`src/rtl/risc_alu_pkg.sv`:
```
// Shared definitions for the RISC ALU datapath blocks.
// Latency: n/a (types and constants only).
// Backpressure: n/a.
package risc_alu_pkg;

   // Default operand width for the serial add/subtract unit
   localparam int DEFAULT_WIDTH = 8;

   // Serial add/subtract control states; encoding 2'd3 is unused and recovers to idle
   typedef enum logic [1:0] {
      ST_IDLE = 2'd0,
      ST_RUN  = 2'd1,
      ST_DONE = 2'd2
   } state_e;

endpackage : risc_alu_pkg

```
`src/rtl/full_adder_hh.sv`:
```
// Full adder composed of two half adders and an OR gate.
// Latency: purely combinational.
// Backpressure: none.
module full_adder_hh (
   input  logic a,
   input  logic b,
   input  logic ci,
   output logic s,
   output logic co
);

   logic s1;
   logic c1;
   logic c2;

   half_adder u_ha_ab (
      .a (a),
      .b (b),
      .s (s1),
      .c (c1)
   );

   half_adder u_ha_ci (
      .a (s1),
      .b (ci),
      .s (s),
      .c (c2)
   );

   // At most one of the two half-adder carries can be set, so OR merges them
   always_comb begin
      co = c1 | c2;
   end

endmodule : full_adder_hh

```
`src/rtl/half_adder.sv`:
```
// Single-bit half adder.
// Latency: purely combinational.
// Backpressure: none.
module half_adder (
   input  logic a,
   input  logic b,
   output logic s,
   output logic c
);

   // Sum and carry of two bits
   always_comb begin
      s = a ^ b;
      c = a & b;
   end

endmodule : half_adder

```
`src/rtl/serial_addsub.sv`:
```
// Bit-serial WIDTH-bit add/subtract, one bit per cycle through a single full adder.
// Latency: done pulses WIDTH cycles after the accepting edge; one op per WIDTH+1 cycles back-to-back.
// Backpressure: start is only accepted in IDLE or DONE; start during RUN is ignored, not queued.
module serial_addsub
   import risc_alu_pkg::*;
#(
   parameter int WIDTH = DEFAULT_WIDTH
) (
   input  logic             clk,
   input  logic             reset,
   input  logic             start,
   input  logic             sub,
   input  logic [WIDTH-1:0] a,
   input  logic [WIDTH-1:0] b,
   output logic             busy,
   output logic             done,
   output logic [WIDTH-1:0] sum,
   output logic             cout,
   output logic             overflow
);

   localparam int CW = (WIDTH > 1) ? $clog2(WIDTH) : 1;
   localparam logic [CW-1:0] LAST_BIT = CW'(WIDTH - 1);

   state_e           state_q, state_d;
   logic [WIDTH-1:0] a_q, a_d;
   logic [WIDTH-1:0] b_q, b_d;
   logic [WIDTH-1:0] res_q, res_d;
   logic             carry_q, carry_d;
   logic [CW-1:0]    cnt_q, cnt_d;
   // Output holding registers: kept separate from the working shift/carry
   // registers so results stay stable while the next operation runs.
   logic [WIDTH-1:0] sum_q, sum_d;
   logic             cout_q, cout_d;
   logic             ovf_q, ovf_d;

   logic fa_s;
   logic fa_co;

   full_adder_hh u_fa (
      .a  (a_q[0]),
      .b  (b_q[0]),
      .ci (carry_q),
      .s  (fa_s),
      .co (fa_co)
   );

   // Next-state logic: accept, per-bit shift/add, and final result capture
   always_comb begin
      state_d = state_q;
      a_d     = a_q;
      b_d     = b_q;
      res_d   = res_q;
      carry_d = carry_q;
      cnt_d   = cnt_q;
      sum_d   = sum_q;
      cout_d  = cout_q;
      ovf_d   = ovf_q;
      case (state_q)
         ST_IDLE, ST_DONE: begin
            if (start) begin
               // Subtraction is a + ~b + 1: invert b and seed the carry with 1
               a_d     = a;
               b_d     = sub ? ~b : b;
               carry_d = sub;
               cnt_d   = '0;
               state_d = ST_RUN;
            end else begin
               state_d = ST_IDLE;
            end
         end
         ST_RUN: begin
            a_d     = {1'b0, a_q[WIDTH-1:1]};
            b_d     = {1'b0, b_q[WIDTH-1:1]};
            res_d   = {fa_s, res_q[WIDTH-1:1]};
            carry_d = fa_co;
            if (cnt_q == LAST_BIT) begin
               // MSB cycle: signed overflow is carry into MSB xor carry out of it
               state_d = ST_DONE;
               sum_d   = {fa_s, res_q[WIDTH-1:1]};
               cout_d  = fa_co;
               ovf_d   = carry_q ^ fa_co;
            end else begin
               cnt_d = cnt_q + CW'(1);
            end
         end
         default: begin
            state_d = ST_IDLE;
         end
      endcase
   end

   // State and datapath registers, cleared asynchronously
   always_ff @(posedge clk or posedge reset) begin
      if (reset) begin
         state_q <= ST_IDLE;
         a_q     <= '0;
         b_q     <= '0;
         res_q   <= '0;
         carry_q <= 1'b0;
         cnt_q   <= '0;
         sum_q   <= '0;
         cout_q  <= 1'b0;
         ovf_q   <= 1'b0;
      end else begin
         state_q <= state_d;
         a_q     <= a_d;
         b_q     <= b_d;
         res_q   <= res_d;
         carry_q <= carry_d;
         cnt_q   <= cnt_d;
         sum_q   <= sum_d;
         cout_q  <= cout_d;
         ovf_q   <= ovf_d;
      end
   end

   // Status decoded only from registered state
   always_comb begin
      busy     = (state_q == ST_RUN);
      done     = (state_q == ST_DONE);
      sum      = sum_q;
      cout     = cout_q;
      overflow = ovf_q;
   end

endmodule : serial_addsub

```
`config.mk`:
```
export PLATFORM = sky130hd
export DESIGN_NAME = serial_addsub
export DESIGN_NICKNAME = d
export VERILOG_FILES = /design/src/rtl/risc_alu_pkg.sv /design/src/rtl/full_adder_hh.sv /design/src/rtl/half_adder.sv /design/src/rtl/serial_addsub.sv
export SDC_FILE = /design/constraint.sdc
export NUM_CORES = 1
export LEC_CHECK = 0
export CORE_MARGIN = 10
export CORE_UTILIZATION = 35
export CTS_CLUSTER_SIZE = 8
export DETAILED_ROUTE_END_ITERATION = 10
export GPL_TIMING_DRIVEN = 1
export PLACE_DENSITY = 0.56
export SETUP_SLACK_MARGIN = 0.5
export SYNTH_ARGS = -nofsm -noshare
export SYNTH_HDL_FRONTEND = slang
export SYNTH_SLANG_ARGS = --single-unit
```
`constraint.sdc`:
```
create_clock -name clk -period 3.1 [get_ports clk]
set_clock_uncertainty 0.05 [all_clocks]
set_input_delay 0.775 -clock clk [delete_from_list [all_inputs] [get_ports clk]]
set_output_delay 0.775 -clock clk [all_outputs]
set_load 0.005 [all_outputs]
```
==> results.cfg <==
[final_layout]
seqCellArea_um2 = 975.9
nNetsFinal = 182
final_cells = 214
multi_input_area_um2 = 648.1
final_layout_size_suffix_gt1_share_pct = 18.13
fillers = 438
n_antenna_cell = 0
area_growth_pct = 24.89

[critical_path]
cp.required_ns = 2.27
critPathCaptureType = output port
cp.arrival_ns = 1.46
worstPathMaxFanout = 6
criticalPathCategory = reg -> out
start_kind = register

[power]
cellLeakagePower_nw = 0.9755
power.density_nw_per_um2 = 964.1
peakVddDrop_v = 0.0004220

[timing]
tightestPinTransition_ns = 0.5609
fmax_mhz = 437.0
fin_ws_ns = 0.8116
post-route-period-util_pct = 73.82
tns_ns = 0
final.min_clock_period_ns = 2.288
relSlewSlack_pct = 62.49
drv_slew = 0
final-hold-violation-count = 0
setup_viol = 0
rsz0062_at_grt = false

[detailed_routing]
drtAntennaViolNets = 0
drt_first_iter_violations = 64
vias_per_cell = 5.117
wl_per_cell_um = 14.92
first_pass_iters = 4
vias = 1095
wirelength_um = 3193
drc = 0

[floorplanning]
core_area_um2 = 4692
die_area_um2 = 8023
start_util_pct = 36.11
top_level_ports = 32
core.rowCount = 25
die_h_um = 89.57
die-width_um = 89.57

[clock_network]
cts_buffers = 5
cts_resized = 0
path_clk_slew_ns = 0.08
cts_tree = done
htree_num_levels = 2
post_cts_buffers = 0
clk-insertion-delay-late_ns = 0.29
cts_hold_buf = 0
clock-root-buffer = clkbuf_8
clock_sinks = 39
cts.path.max_buffers = 2

[placed_design]
place_inst = 206
dp_slack_ns = 0.6882
portBuffers = 31
globalplace.congestion = 0.7144
dp_hpwl_um = 2303

[synthesis]
ys_ff_latch = 39
synth.cell_area_um2 = 1694
yosys_warnings = 0
ys_types = 24
seq_area_frac_synth_pct = 57.61
synth_area_leaders = dfrtp_1 58%, mux2_2 11%, a22o_1 5.2%
yosysMostFrequentCell = dfrtp_1
ys_async_sr_fraction_pct = 100.0
synth_nets = 151
yosys.area.top_type = dfrtp_1
ys.flop_type = dfrtp_1
synth_enable_flop_cells = 0
ys_top_cells_by_count = 39 x dfrtp_1, 16 x mux2_2, 10 x a22o_1
yosys.area.top_type_share_pct = 57.61
syn_area_per_cell_um2 = 13.24
synth_cells = 128

[grt]
grt_pass1_vias = 1132
grt_max_degree = 40
grt_pass1_wl_um = 5057
grt_usage_pct = 8.259
antenna_found_initial = 0
grt.overflow.total = 0

[job]
maxCapViolCount = 0

[worst_hold_path]
hp-class = reg -> reg

[status]
outcome = finished clean
where the power goes:
group / switching (W) / internal (W) / leakage [nW] / total, W
Clock: 0.000175 / 0.000154 / 0.0477 / 0.000328
Sequential: 0.000147 / 0.000753 / 0.483 / 0.000900
Combinational: 0.000326 / 0.000485 / 0.445 / 0.000811
placed cells by master (no fill, tap or decap):
cell type | Yosys | routed
ha_1 | 2 | 2
mux2_2 | 16 | 16
nand2b_1 | 1 | 1
o21ai_0 | 4 | 4
a21o_1 | 8 | 8
nor2b_2 | 1 | 2
dfrtp_1 | 39 | 39
nand3_1 | 3 | 3
inv_1 | 4 | 4
clkdlybuf4s50_1 | 0 | 31
clkinv_2 | 0 | 3
nor2_4 | 1 | 1
xor2_1 | 1 | 1
nand3b_1 | 1 | 1
a221o_1 | 7 | 7
fa_1 | 1 | 1
xnor2_1 | 8 | 8
buf_4 | 1 | 2
nand2_1 | 2 | 2
nor2_1 | 7 | 7
clkbuf_8 | 0 | 5
a22o_1 | 10 | 10
or3b_1 | 1 | 1
nor2b_1 | 2 | 1
per-layer routing:
metal	GRT usage [%]	wire length [um]	vias to the layer above
met4	2.601	36	0
met3	4.783	284	5
met5	0	0	-
met2	13.06	1459	32
li1	-	-	517
met1	9.170	1413	541
worst paths after layout:
| kind | startpoint | to | slack [ns] | cells after the start |
|---|---|---|---|---|
| setup / recovery | state_q[0]$_DFFE_PP0P_ | busy | 0.81 | 2 |
| hold / removal | a_q[1]$_DFFE_PP0P_ | a_q[1]$_DFFE_PP0P_ | 0.43 | 1 |
| setup reg to reg | cnt_q[0]$_DFFE_PP0P_ | sum[5]$_DFFE_PP0P_ | 1.30 | 4 |
| hold reg to reg | a_q[1]$_DFFE_PP0P_ | a_q[1]$_DFFE_PP0P_ | 0.43 | 1 |
| max in group asynchronous | reset | a_q[2]$_DFFE_PP0P_ | 1.81 | 3 |
| min in group asynchronous | reset | sum[0]$_DFFE_PP0P_ | 0.85 | 3 |
state kept, by name, summed over array words and instances, names as in the netlist:
register  count
a_q           8
cout          1
carry_q       1
state_q       2
res_q         7
b_q           8
overflow      1
sum           8
cnt_q         3
critical path: stages, from the launching register on:
cell and delay [ns]:
dfrtp_1 0.45, nor2b_2 0.21, clkdlybuf4s50_1 0.52
cells by family (layout without fill, tap and decap cells):
| kind of cell | Yosys count | in the layout | share of synthesized area [%] |
|---|---|---|---|
| AO/OA/AOI/OAI | 29 | 29 | 14.03 |
| adder cells (fa/ha/maj) | 3 | 3 | 2.659 |
| XOR/XNOR | 9 | 9 | 4.653 |
| buffers and inverters | 13 | 45 | 4.284 |
| flip-flops | 39 | 39 | 57.61 |
| multiplexers | 16 | 16 | 10.63 |
| AND/OR/NAND/NOR | 19 | 19 | 6.131 |
through the flow:
step	total power, W	area (um2)	util, %	hold WS, ns
after floorplan	0.001466	1694	-	0.3996
after global placement	0.001697	2032	43.31	0.4139
after detailed placement	0.001742	2032	43.31	0.4200
after CTS	0.002075	2116	45.09	0.4369
after global routing	0.002191	2116	45.09	0.4458
final	0.002040	2116	45.09	0.4328
final cells by class:
class                   count  area share (%)
repair buffers             33           15.38
clock buffers               5           3.253
well taps                  54           3.193
multi-input cells          76           30.63
clock inverters             3          0.7096
inverters                   4          0.7096
flip-flops and latches     39           46.13
No activity file was read; power rests on OpenSTA's default activity.
